`config.mk`:
```
export PLATFORM = sky130hd
export DESIGN_NAME = muldiv_unit
export DESIGN_NICKNAME = d
export VERILOG_FILES = /design/src/rtl/muldiv_pkg.sv /design/src/rtl/muldiv_signfix.sv /design/src/rtl/muldiv_unit.sv
export SDC_FILE = /design/constraint.sdc
export NUM_CORES = 1
export LEC_CHECK = 0
export BUFFER_PORTS_ARGS = -buffer_cell sky130_fd_sc_hd__buf_2
export CORE_AREA = 3 3 203 165
export DETAILED_ROUTE_END_ITERATION = 12
export DIE_AREA = 0 0 206 168
export PLACE_DENSITY = 0.7
export RECOVER_POWER = 25
export SLEW_MARGIN = 20
export SYNTH_ARGS = -nofsm -noshare
export SYNTH_HDL_FRONTEND = slang
export SYNTH_SLANG_ARGS = --single-unit
```
`constraint.sdc`:
```
create_clock -name clk -period 4.6 [get_ports clk]
set_clock_uncertainty 0.1 [all_clocks]
set_input_delay 0.92 -clock clk [delete_from_list [all_inputs] [get_ports clk]]
set_output_delay 0.92 -clock clk [all_outputs]
set_load 0.02 [all_outputs]
```
`src/rtl/muldiv_pkg.sv`:
```
// Shared constants for the integer pipeline.
// Holds the base opcode/ALU encodings, the RV32M funct3 encodings used by
// the iterative multiply/divide unit, the state constants for its FSM and
// small decode helpers so every consumer classifies an op the same way.
package muldiv_pkg;

  // Base opcode and funct7 values that route an instruction to this unit
  localparam logic [6:0] OPCODE_OP     = 7'b0110011;
  localparam logic [6:0] OPCODE_OP_IMM = 7'b0010011;
  localparam logic [6:0] FUNCT7_BASE   = 7'b0000000;
  localparam logic [6:0] FUNCT7_MULDIV = 7'b0000001;

  // Existing single-cycle ALU encodings
  typedef enum logic [3:0] {
    ALU_ADD  = 4'd0,
    ALU_SUB  = 4'd1,
    ALU_AND  = 4'd2,
    ALU_OR   = 4'd3,
    ALU_XOR  = 4'd4,
    ALU_SLL  = 4'd5,
    ALU_SRL  = 4'd6,
    ALU_SRA  = 4'd7,
    ALU_SLT  = 4'd8,
    ALU_SLTU = 4'd9
  } alu_op_e;

  // RV32M funct3 encodings
  typedef enum logic [2:0] {
    MD_MUL    = 3'b000,
    MD_MULH   = 3'b001,
    MD_MULHSU = 3'b010,
    MD_MULHU  = 3'b011,
    MD_DIV    = 3'b100,
    MD_DIVU   = 3'b101,
    MD_REM    = 3'b110,
    MD_REMU   = 3'b111
  } muldiv_op_e;

  // FSM state encoding of the multiply/divide unit
  typedef logic [1:0] muldiv_state_t;
  localparam muldiv_state_t ST_IDLE = 2'b00;
  localparam muldiv_state_t ST_BUSY = 2'b01;
  localparam muldiv_state_t ST_DONE = 2'b10;

  // Divide-family ops (quotient or remainder)
  function automatic logic op_is_div(input muldiv_op_e op);
    case (op)
      MD_DIV, MD_DIVU, MD_REM, MD_REMU: return 1'b1;
      default:                          return 1'b0;
    endcase
  endfunction

  // Ops that return the remainder
  function automatic logic op_is_rem(input muldiv_op_e op);
    case (op)
      MD_REM, MD_REMU: return 1'b1;
      default:         return 1'b0;
    endcase
  endfunction

  // Multiplies that return the upper half of the double-width product
  function automatic logic op_mul_high(input muldiv_op_e op);
    case (op)
      MD_MULH, MD_MULHSU, MD_MULHU: return 1'b1;
      default:                      return 1'b0;
    endcase
  endfunction

  // Operand A is interpreted as two's complement. MUL is treated as
  // unsigned: its low half is identical either way.
  function automatic logic op_a_signed(input muldiv_op_e op);
    case (op)
      MD_MULH, MD_MULHSU, MD_DIV, MD_REM: return 1'b1;
      default:                            return 1'b0;
    endcase
  endfunction

  // Operand B is interpreted as two's complement
  function automatic logic op_b_signed(input muldiv_op_e op);
    case (op)
      MD_MULH, MD_DIV, MD_REM: return 1'b1;
      default:                 return 1'b0;
    endcase
  endfunction

endpackage

```
`src/rtl/muldiv_signfix.sv`:
```
// Combinational sign handling around the unsigned multiply/divide core.
// Produces operand magnitudes and the sign the final result must carry,
// and negates a double-width raw result when requested.
// Ports:
//   i_op      : op being accepted (selects which operands are signed)
//   i_a, i_b  : raw operands
//   o_a_mag   : |A| (or A when A is treated as unsigned)
//   o_b_mag   : |B| (or B when B is treated as unsigned)
//   o_neg_res : the magnitude result must be negated
//   i_raw     : double-width unsigned result from the core
//   i_neg     : negate i_raw
//   o_fixed   : i_raw, two's-complement negated when i_neg is set
module muldiv_signfix
  import muldiv_pkg::*;
#(
  parameter int DWIDTH = 32
) (
  input  muldiv_op_e          i_op,
  input  logic [DWIDTH-1:0]   i_a,
  input  logic [DWIDTH-1:0]   i_b,
  output logic [DWIDTH-1:0]   o_a_mag,
  output logic [DWIDTH-1:0]   o_b_mag,
  output logic                o_neg_res,
  input  logic [2*DWIDTH-1:0] i_raw,
  input  logic                i_neg,
  output logic [2*DWIDTH-1:0] o_fixed
);

  logic w_a_neg;
  logic w_b_neg;

  // Operand magnitudes and result sign
  always_comb begin
    w_a_neg = op_a_signed(i_op) & i_a[DWIDTH-1];
    w_b_neg = op_b_signed(i_op) & i_b[DWIDTH-1];
    // The most-negative value maps onto itself, which is its correct
    // unsigned magnitude.
    if (w_a_neg) begin
      o_a_mag = ~i_a + DWIDTH'(1);
    end else begin
      o_a_mag = i_a;
    end
    if (w_b_neg) begin
      o_b_mag = ~i_b + DWIDTH'(1);
    end else begin
      o_b_mag = i_b;
    end
    // Remainder follows the dividend; products and quotients follow the
    // XOR of operand signs.
    case (i_op)
      MD_MULH, MD_MULHSU, MD_DIV: o_neg_res = w_a_neg ^ w_b_neg;
      MD_REM:                     o_neg_res = w_a_neg;
      default:                    o_neg_res = 1'b0;
    endcase
  end

  // Result negation over the full double width so the upper product
  // half receives the correct borrow.
  always_comb begin
    if (i_neg) begin
      o_fixed = ~i_raw + (2*DWIDTH)'(1);
    end else begin
      o_fixed = i_raw;
    end
  end

endmodule

```
`src/rtl/muldiv_unit.sv`:
```
// Iterative RV32M multiply/divide unit.
// Radix-2 shift-add multiply and restoring divide on magnitudes, one
// iteration per cycle for DWIDTH cycles. Divide-by-zero and signed
// overflow finish in a single cycle.
// Ports:
//   clk, rst   : rising-edge clock, asynchronous active-low reset
//   start_i    : request an op (taken only when idle and not flushing)
//   flush_i    : abort the in-flight op; wins over start_i
//   funct3_i   : RV32M op select (muldiv_op_e)
//   rs1_i/rs2_i: operands A / B
//   busy_o     : FSM not idle
//   valid_o    : one-cycle result strobe
//   res_o      : result, held until the next strobe
module muldiv_unit
  import muldiv_pkg::*;
#(
  parameter int DWIDTH = 32
) (
  input  logic              clk,
  input  logic              rst,
  input  logic              start_i,
  input  logic              flush_i,
  input  logic [2:0]        funct3_i,
  input  logic [DWIDTH-1:0] rs1_i,
  input  logic [DWIDTH-1:0] rs2_i,
  output logic              busy_o,
  output logic              valid_o,
  output logic [DWIDTH-1:0] res_o
);

  localparam int CW = $clog2(DWIDTH);
  localparam logic [CW-1:0]     LAST_CNT = CW'(DWIDTH - 1);
  localparam logic [DWIDTH-1:0] ZERO     = {DWIDTH{1'b0}};
  localparam logic [DWIDTH-1:0] ALL_ONES = {DWIDTH{1'b1}};
  localparam logic [DWIDTH-1:0] MOST_NEG = {1'b1, {(DWIDTH-1){1'b0}}};

  muldiv_state_t       r_state;
  logic [CW-1:0]       r_cnt;
  muldiv_op_e          r_op;
  // Upper half: product high / partial remainder.
  // Lower half: multiplier being shifted out / quotient being shifted in.
  logic [2*DWIDTH-1:0] r_acc;
  logic [DWIDTH-1:0]   r_opb;
  logic                r_neg;
  logic                r_fast;
  logic                r_valid;
  logic [DWIDTH-1:0]   r_res;

  muldiv_op_e          w_op;
  logic                w_accept;
  logic                w_div_zero;
  logic                w_ovf;
  logic                w_fast;
  logic [DWIDTH-1:0]   w_fast_res;
  logic [DWIDTH-1:0]   w_a_mag;
  logic [DWIDTH-1:0]   w_b_mag;
  logic                w_neg_res;
  logic [DWIDTH:0]     w_mul_sum;
  logic [DWIDTH:0]     w_div_shift;
  logic                w_div_ge;
  logic [DWIDTH-1:0]   w_div_diff;
  logic [2*DWIDTH-1:0] w_acc_next;
  logic [2*DWIDTH-1:0] w_raw;
  logic [2*DWIDTH-1:0] w_fixed;
  logic [DWIDTH-1:0]   w_iter_res;

  assign w_op     = muldiv_op_e'(funct3_i);
  assign w_accept = start_i & ~flush_i & (r_state == ST_IDLE);
  assign w_fast   = w_div_zero | w_ovf;

  muldiv_signfix #(
    .DWIDTH (DWIDTH)
  ) u_signfix (
    .i_op      (w_op),
    .i_a       (rs1_i),
    .i_b       (rs2_i),
    .o_a_mag   (w_a_mag),
    .o_b_mag   (w_b_mag),
    .o_neg_res (w_neg_res),
    .i_raw     (w_raw),
    .i_neg     (r_neg),
    .o_fixed   (w_fixed)
  );

  // Single-cycle cases: divide by zero and signed DIV/REM overflow
  always_comb begin
    if (op_is_div(w_op)) begin
      w_div_zero = (rs2_i == ZERO);
      w_ovf      = op_b_signed(w_op) & (rs1_i == MOST_NEG) & (rs2_i == ALL_ONES);
    end else begin
      w_div_zero = 1'b0;
      w_ovf      = 1'b0;
    end
    if (w_div_zero) begin
      w_fast_res = op_is_rem(w_op) ? rs1_i : ALL_ONES;
    end else if (w_ovf) begin
      w_fast_res = op_is_rem(w_op) ? ZERO : rs1_i;
    end else begin
      w_fast_res = ZERO;
    end
  end

  // One shift-add or restoring-divide step on r_acc
  always_comb begin
    w_mul_sum   = {1'b0, r_acc[2*DWIDTH-1:DWIDTH]} + {1'b0, (r_acc[0] ? r_opb : ZERO)};
    // Partial remainder shifted left with the next dividend bit
    w_div_shift = r_acc[2*DWIDTH-1:DWIDTH-1];
    w_div_ge    = (w_div_shift >= {1'b0, r_opb});
    // The difference always fits DWIDTH bits when it is kept
    w_div_diff  = w_div_shift[DWIDTH-1:0] - r_opb;
    if (op_is_div(r_op)) begin
      if (w_div_ge) begin
        w_acc_next = {w_div_diff, r_acc[DWIDTH-2:0], 1'b1};
      end else begin
        w_acc_next = {w_div_shift[DWIDTH-1:0], r_acc[DWIDTH-2:0], 1'b0};
      end
    end else begin
      w_acc_next = {w_mul_sum, r_acc[DWIDTH-1:1]};
    end
  end

  // Final result from the last iteration's accumulator value
  always_comb begin
    if (op_is_rem(r_op)) begin
      w_raw = {ZERO, w_acc_next[2*DWIDTH-1:DWIDTH]};
    end else if (op_is_div(r_op)) begin
      w_raw = {ZERO, w_acc_next[DWIDTH-1:0]};
    end else begin
      w_raw = w_acc_next;
    end
    if (op_mul_high(r_op)) begin
      w_iter_res = w_fixed[2*DWIDTH-1:DWIDTH];
    end else begin
      w_iter_res = w_fixed[DWIDTH-1:0];
    end
  end

  // Control FSM, datapath registers and registered outputs
  always_ff @(posedge clk or negedge rst) begin
    if (!rst) begin
      r_state <= ST_IDLE;
      r_cnt   <= {CW{1'b0}};
      r_op    <= MD_MUL;
      r_acc   <= {2*DWIDTH{1'b0}};
      r_opb   <= ZERO;
      r_neg   <= 1'b0;
      r_fast  <= 1'b0;
      r_valid <= 1'b0;
      r_res   <= ZERO;
    end else begin
      case (r_state)
        ST_IDLE: begin
          r_valid <= 1'b0;
          if (w_accept) begin
            r_state <= ST_BUSY;
            r_op    <= w_op;
            r_cnt   <= {CW{1'b0}};
            if (w_fast) begin
              // Park the finished answer; it is published next edge
              r_fast <= 1'b1;
              r_neg  <= 1'b0;
              r_opb  <= ZERO;
              r_acc  <= {ZERO, w_fast_res};
            end else begin
              // Multiply and divide share the same starting layout
              r_fast <= 1'b0;
              r_neg  <= w_neg_res;
              r_opb  <= w_b_mag;
              r_acc  <= {ZERO, w_a_mag};
            end
          end
        end
        ST_BUSY: begin
          if (flush_i) begin
            r_state <= ST_IDLE;
            r_cnt   <= {CW{1'b0}};
            r_fast  <= 1'b0;
            r_valid <= 1'b0;
          end else if (r_fast) begin
            r_state <= ST_DONE;
            r_fast  <= 1'b0;
            r_valid <= 1'b1;
            r_res   <= r_acc[DWIDTH-1:0];
          end else begin
            r_acc <= w_acc_next;
            if (r_cnt == LAST_CNT) begin
              r_state <= ST_DONE;
              r_cnt   <= {CW{1'b0}};
              r_valid <= 1'b1;
              r_res   <= w_iter_res;
            end else begin
              r_cnt <= r_cnt + CW'(1);
            end
          end
        end
        ST_DONE: begin
          r_state <= ST_IDLE;
          r_valid <= 1'b0;
        end
        default: begin
          r_state <= ST_IDLE;
          r_cnt   <= {CW{1'b0}};
          r_fast  <= 1'b0;
          r_valid <= 1'b0;
        end
      endcase
    end
  end

  assign busy_o  = (r_state != ST_IDLE);
  assign valid_o = r_valid;
  assign res_o   = r_res;

endmodule

```
Word-level counts from Yosys, hierarchy flattened. Cells that the tools add are included.

Logic and storage cells: 125. Flip-flop bits (word level): 141.

Bitwise logic cells: 13. Mux-type cells: 54. Equality and inequality tests: 23. Add/subtract/negate cells: 6. Order comparisons: 1. Reduce and logical (&&, ||, !) cells: 19.

Operators by type and width (count): $mux W64 (8); $mux W32 (12); $pmux W64 S2 (1); $add A32 B1 Y32 const B (2); $add A64 B1 Y64 const B (1); $eq A32 B32 Y1 const B (2); $not A32 Y32 (2); $not A64 Y64 (1); $add A32 B32 Y33 (1); $ge A33 B32 Y1 (1); $logic_not A32 Y1 (1); $sub A32 B32 Y32 (1); $eq A3 B3 Y1 const B (8); $mux W1 (21); $mux W5 (4); $pmux W5 S3 (1); $reduce_or A4 Y1 (3); $eq A3 B2 Y1 const B (3); $reduce_or A3 Y1 (3); $mux W2 (4); $and A1 B1 Y1 (6); $eq A3 B1 Y1 const B (2); $ne A2 B2 Y1 const B (3); $reduce_and A2 Y1 (3); 16 further kinds (22).

Depth between registers and ports, before layout.
Depth after elaboration: 15. Gate-level depth with buffers: 20. Gate-level depth less buffers: 16.

Hierarchy. A second synthesis with hierarchy kept.

Cell total of the unflattened synthesis: 2014. Area, all modules: 15248.4 um^2.

By module, submodules not included: muldiv_unit (times used 1, area each 12300.5 um^2, cells each 1597); muldiv_signfix (times used 1, area each 2947.8 um^2, cells each 417).

Worst setup path before layout. Ideal clock, no wire load.

Path kind: register to register. From: register r_acc[0]. To: register r_res[31], in the netlist res_o[31]. Library setup time: 0.120 ns. Stages on the path, launching flop included: 18. Period minus slack after synthesis: 4.670 ns. Data required time: 4.380 ns. Arrival time: 4.450 ns. Path slack: -0.070 ns. Path through: dfrtp_1 > clkbuf_1 > and2_1 > ha_1 > inv_1 > fa_1 > nand2b_1 > a21oi_1 > o21ai_1 > a32o_1 > nor3_1 > nand4_1 > a211oi_1 > and3b_1 > nand3b_1 > or4_1 > or4_1 > a31o_1.

Cells in the longest elaborated chain, start to end: 11. Elaborated cells between the ends (all ways): 12. Classes of those cells: 2 x add/sub; 9 x mux; 1 x bitwise.

Ends and longest elaborated chain: from (decl) (RTL line muldiv_unit.sv:42) `logic [2*DWIDTH-1:0] r_acc;`; from (signal assigned) (RTL line muldiv_unit.sv:144) `r_acc <= {2*DWIDTH{1'b0}};`; from (signal assigned) (RTL line muldiv_unit.sv:163) `r_acc <= {ZERO, w_fast_res};`; from (signal assigned) (RTL line muldiv_unit.sv:169) `r_acc <= {ZERO, w_a_mag};`; $mux W32 (RTL line muldiv_unit.sv:105) `w_mul_sum = {1'b0, r_acc[2*DWIDTH-1:DWIDTH]} + {1'b0, (r_acc[0] ? r_opb : ZERO)};`; $add A32 B32 Y33 (RTL line muldiv_unit.sv:105); $mux W64 * (RTL line muldiv_unit.sv:111) `if (op_is_div(r_op)) begin`; $mux W64 (RTL line muldiv_unit.sv:126) `end else if (op_is_div(r_op)) begin`; $mux W64 * (RTL line muldiv_unit.sv:124) `if (op_is_rem(r_op)) begin`; $not A64 Y64 (RTL line muldiv_signfix.sv:61) `o_fixed = ~i_raw + (2*DWIDTH)'(1);`; $add A64 B1 Y64 (RTL line muldiv_signfix.sv:61); $mux W64 * (RTL line muldiv_signfix.sv:60) `if (i_neg) begin`; $mux W32 * (RTL line muldiv_unit.sv:131) `if (op_mul_high(r_op)) begin`; $mux W32 * (RTL line muldiv_unit.sv:186) `if (r_cnt == LAST_CNT) begin`; $mux W32 * (RTL line muldiv_unit.sv:179) `end else if (r_fast) begin`; to (signal assigned) (RTL line muldiv_unit.sv:183) `r_res <= r_acc[DWIDTH-1:0];`; to (signal assigned) (RTL line muldiv_unit.sv:190) `r_res <= w_iter_res;`; to (decl) (RTL line muldiv_unit.sv:47) `logic [DWIDTH-1:0] r_res;`.

Mark *: on every way between the ends. The rest lies on a longest branch, timed or not. The select of a mux whose other input is x is not followed. A chain may end at the register's enable or synchronous reset.

Worst setup path in the final report.
From: register r_acc[45]. To: register r_res[22], in the netlist res_o[22].

Cells in the longest elaborated chain, start to end: 11. Elaborated cells between the ends (all ways): 13. Classes of those cells: 3 x add/sub; 1 x order compare; 8 x mux; 1 x bitwise.

Ends and longest elaborated chain: $sub A32 B32 Y32 or $ge A33 B32 Y1 (tied branches) (RTL line muldiv_unit.sv:110, muldiv_unit.sv:108); $mux W64 (RTL line muldiv_unit.sv:112) `if (w_div_ge) begin`; $mux W64 * (RTL line muldiv_unit.sv:111); $mux W64 (RTL line muldiv_unit.sv:126); $mux W64 * (RTL line muldiv_unit.sv:124); $not A64 Y64 (RTL line muldiv_signfix.sv:61); $add A64 B1 Y64 (RTL line muldiv_signfix.sv:61); $mux W64 * (RTL line muldiv_signfix.sv:60); $mux W32 * (RTL line muldiv_unit.sv:131); $mux W32 * (RTL line muldiv_unit.sv:186); $mux W32 * (RTL line muldiv_unit.sv:179).

Marks and branches as above.

==> impl_table.tex <==
\begin{tabular}{lr}
\hline
Metric & Value \\
\hline
\multicolumn{2}{l}{\textbf{Status}} \\
\quad Status & complete, but fails checks \\
\quad Violations in the final reports & capacitance limit, slew limit, setup timing \\
\multicolumn{2}{l}{\textbf{Place}} \\
\quad Pre-CTS setup slack & -359 ps \\
\quad PortBufs & 104 \\
\quad Global placement routability congestion & 1.03 \\
\quad Number of placed instances, taps included & 2958 \\
\quad HPWL Detailed & 56500 microns \\
\multicolumn{2}{l}{\textbf{Pwr}} \\
\quad Standby leakage power & 9.53 nW \\
\quad PnR Total Power & 13.6 mW \\
\quad Max IR drop VDD & 0.000296 V \\
\quad Power density over the cells & 645 mW/mm\^{}2 \\
\multicolumn{2}{l}{\textbf{CTS}} \\
\quad Maximum count of clock buffers along a single path & 2 \\
\quad Depth of the CTS H-tree & 4 \\
\quad TritonCTS buffer count & 17 \\
\quad Clock tree from TritonCTS & done \\
\quad Buffer cell driving the clock tree root & sky130\_fd\_sc\_hd\_\_clkbuf\_16 \\
\quad Worst skew pair latency & 450 ps \\
\quad Post-CTS Hold Buffers & 0 \\
\quad Clock slew at reported path FFs & 80 ps \\
\quad Number of sinks driven by the clock tree & 141 \\
\multicolumn{2}{l}{\textbf{Die}} \\
\quad Io pins & 105 \\
\quad Area inside the core boundary & 0.0315 sq mm \\
\quad Num rows & 58 \\
\quad Overall die height & 168 microns \\
\quad Horizontal die dimension & 206 microns \\
\quad Starting density of the core & 49.9\% \\
\quad DIE AREA & 0.0346 sq mm \\
\multicolumn{2}{l}{\textbf{Route}} \\
\quad Met3 Routed Length & 8700 microns \\
\quad Drc violations & 0 \\
\quad Via count & 19700 \\
\quad Routed wire length & 72600 microns \\
\quad Routed length per placed instance & 24.0 microns \\
\quad Router iterations before antenna repair & 7 \\
\quad Routed vias/inst & 6.52 \\
\quad Post-route met1 wirelength & 29800 microns \\
\quad Drt initial violations & 2833 \\
\quad Top Layer Used & met4 \\
\quad Met2 wire len & 30600 microns \\
\quad Post-route ant nets & 0 \\
\multicolumn{2}{l}{\textbf{Global routing}} \\
\quad Via count of the first global-routing pass & 18200 \\
\quad Remaining Overflow, GRT & 0 \\
\quad Number of antenna violations at the first check in global routing & 3 \\
\quad Largest net degree at the start of global routing & 76 \\
\quad Global Route Usage Sum & 40.2\% \\
\quad First-pass GRT wire length & 107000 microns \\
\multicolumn{2}{l}{\textbf{Timing}} \\
\quad Transition time of the tightest slew-check pin & 2160 ps \\
\quad Time the final worst path needs with I/O delays and setup & 4710 ps \\
\quad Hold Vio Cnt, Final & 0 \\
\quad Final clock period utilization by the worst path & 102\% \\
\quad Final Max Tran Viols & 75 \\
\quad Worst setup slack after layout & -111 ps \\
\quad Max transition margin & -44.0\% \\
\quad Timing-limited maximum frequency & 212 MHz \\
\quad Count of final setup violators & 23 \\
\quad Setup repair after global routing missed its margin & true \\
\multicolumn{2}{l}{\textbf{Yosys}} \\
\quad Ys async rst share & 100\% \\
\quad Top cells by area, synth & sky130\_fd\_sc\_hd\_\_dfrtp\_1 22\%, sky130\_fd\_sc\_hd\_\_nand2\_1 7.1\%, sky130\_fd\_sc\_hd\_\_o21ai\_0 6.8\%, sky130\_fd\_sc\_hd\_\_ha\_1 5.6\%, sky130\_fd\_sc\_hd\_\_a21oi\_1 5.5\% \\
\quad Yosys reg bits & 141 \\
\quad Per-instance average area after synthesis & 7.22 sq um \\
\quad Netlist area before placement & 0.0157 sq mm \\
\quad Sequential share of the synthesized area & 22.5\% \\
\quad Distinct cell type count after synthesis & 97 \\
\quad Post-synth top flop & sky130\_fd\_sc\_hd\_\_dfrtp\_1 \\
\quad Count of flip-flops with a built-in enable after synthesis & 0 \\
\quad Largest area contributor in the netlist & sky130\_fd\_sc\_hd\_\_dfrtp\_1 \\
\quad Post-synth top area share & 22.5\% \\
\quad Number of nets in the synthesized netlist & 2320 \\
\quad Cells after synthesis & 2177 \\
\quad Total number of yosys warnings & 0 \\
\quad Most frequent cell after synthesis & sky130\_fd\_sc\_hd\_\_nand2\_1 \\
\quad Ranking of synthesized cells by instance count & 298 x sky130\_fd\_sc\_hd\_\_nand2\_1, 214 x sky130\_fd\_sc\_hd\_\_o21ai\_0, 194 x sky130\_fd\_sc\_hd\_\_nor2\_1 \\
\multicolumn{2}{l}{\textbf{Finish}} \\
\quad Layout filler cell count & 2747 \\
\quad Number of nets in the finished design & 2737 \\
\quad Non-Filler Instances & 3027 \\
\quad Signed area change from the synthesized netlist to the final layout & 34.4\% \\
\quad Number of antenna diodes & 0 \\
\quad Layout cells sized above 1 & 28.3\% \\
\multicolumn{2}{l}{\textbf{Setup path}} \\
\quad Data required time at the worst endpoint & 4820 ps \\
\quad Worst Path Max Fanout & 8 \\
\quad Worst Setup End Kind & flip-flop \\
\quad Crit Path Class & reg2reg \\
\quad Arrival time at the worst endpoint & 4930 ps \\
\quad Setup crit start kind & flip-flop \\
\multicolumn{2}{l}{\textbf{Worst hold path}} \\
\quad Kind of path behind the tightest hold check & reg2reg \\
\multicolumn{2}{l}{\textbf{Job}} \\
\quad Maximum Capacitance Violations & 1 \\
\hline
\end{tabular}
## logic make-up after synthesis
family | Yosys count | synth area share (%)
AOI/OAI and AO/OA | 763 | 31.9
xor gates and xnor gates | 93 | 5.19
adders and majority gates | 72 | 5.83
buffers and inverters | 213 | 5.25
DFF | 141 | 22.5
muxes | 60 | 3.92
and+or+nand+nor | 835 | 25.5
## layout by cell type (no fill, tap or decap), types with 16 or more instances in the layout
cell type,count
sky130_fd_sc_hd__a21o_1,39
sky130_fd_sc_hd__a21oi_1,162
sky130_fd_sc_hd__a31oi_1,48
sky130_fd_sc_hd__and2_1,47
sky130_fd_sc_hd__and3_1,23
sky130_fd_sc_hd__buf_2,103
sky130_fd_sc_hd__buf_4,412
sky130_fd_sc_hd__clkbuf_16,18
sky130_fd_sc_hd__dfrtp_1,139
sky130_fd_sc_hd__ha_1,60
sky130_fd_sc_hd__inv_1,65
sky130_fd_sc_hd__mux2i_1,46
sky130_fd_sc_hd__nand2_1,295
sky130_fd_sc_hd__nand3_1,48
sky130_fd_sc_hd__nand4_1,32
sky130_fd_sc_hd__nor2_1,190
sky130_fd_sc_hd__nor3_1,49
sky130_fd_sc_hd__o211ai_1,17
sky130_fd_sc_hd__o21a_1,19
sky130_fd_sc_hd__o21ai_0,200
sky130_fd_sc_hd__o21ai_1,25
sky130_fd_sc_hd__o22ai_1,16
sky130_fd_sc_hd__o31ai_1,27
sky130_fd_sc_hd__or3_1,35
sky130_fd_sc_hd__xnor2_1,47
sky130_fd_sc_hd__xor2_1,42
## power breakdown
part / leakage [nW] / internal [mW] / switching [mW]
clock network: 0.304 / 0.881 / 0.674
registers: 1.76 / 1.65 / 0.431
logic: 7.46 / 4.12 / 5.87
total: 9.53 / 6.65 / 6.97
## path summary, 6_finish.rpt
| kind | start | endpoint | slack [ps] | cells past startpoint |
|---|---|---|---|---|
| max | r_acc[45] | res_o[22] | -110 | 17 |
| min | res_o[23] | res_o[23] | 380 | 2 |
| max reg2reg | r_acc[45] | res_o[22] | -110 | 17 |
| min reg2reg | res_o[23] | res_o[23] | 380 | 2 |
| max in group asynchronous | rst | r_op[2] | 1810 | 1 |
| min in group asynchronous | rst | r_opb[21] | 940 | 1 |
## stage by stage
| step | hold slack, ps | setup TNS [ps] | cell area (sq um) | utilization (%) |
|---|---|---|---|---|
| 2_1_floorplan | 364 | 0 | 15700 | - |
| 3_3_place_gp | 360 | -2520 | 19300 | 61.4 |
| 3_5_place_dp | 380 | -5340 | 19300 | 61.4 |
| 4_1_cts | 396 | 0 | 20200 | 64.0 |
| 5_1_grt | 423 | -2860 | 21100 | 67.0 |
| 6_report | 384 | -822 | 21100 | 67.0 |
## per-layer routing
metal  global-route usage, %  vias up
li1                        -     8887
met1                    56.3     9339
met2                    59.7     1284
met3                    9.39      231
met4                    16.2        0
met5                       0        -
## area by class of cell
type                            count  area (sq um)  share of cell area [%]
Tap cell                          420           526                    2.49
Clock inverter                     14           180                   0.854
Inverter                           73           274                    1.30
Clock buffer                       18           439                    2.08
Multi-Input combinational cell   1823         12200                    57.8
Sequential cell                   141          3530                    16.7
Timing Repair Buffer              538          3960                    18.8
## registers in the layout, summed over array words and instances (netlist names)
| register | count |
|---|---|
| r_state | 2 |
| r_acc | 64 |
| r_cnt | 5 |
| valid_o | 1 |
| r_neg | 1 |
| r_opb | 32 |
| r_fast | 1 |
| r_op | 3 |
| res_o | 32 |
## critical path, cell delays in order, from the launching register on
cell and delay (ps):
sky130_fd_sc_hd__dfrtp_1 400, sky130_fd_sc_hd__ha_1 320, sky130_fd_sc_hd__nand2_2 70, sky130_fd_sc_hd__or4_4 510, sky130_fd_sc_hd__a2111o_1 400, sky130_fd_sc_hd__a31o_1 290, sky130_fd_sc_hd__buf_6 130, sky130_fd_sc_hd__buf_6 120
sky130_fd_sc_hd__and3_4 140, sky130_fd_sc_hd__a31o_4 220, sky130_fd_sc_hd__o32a_1 390, sky130_fd_sc_hd__nor4_4 270, sky130_fd_sc_hd__buf_4 190, sky130_fd_sc_hd__nand4_4 130, sky130_fd_sc_hd__buf_12 210, sky130_fd_sc_hd__o41ai_4 290
sky130_fd_sc_hd__xor2_1 300, sky130_fd_sc_hd__o21ai_1 90
## repair_timing
| item | CTS | global route |
|---|---|---|
| endpoints found under the setup margin | 32 | 32 |
| resized for setup | 34 | 138 |
| gates cloned | 0 | 2 |
| buffers inserted | 11 | 25 |
| pin swaps | 14 | 81 |
| hold endpoints to repair | 0 | 0 |
Power figures use the tool's default switching activity.
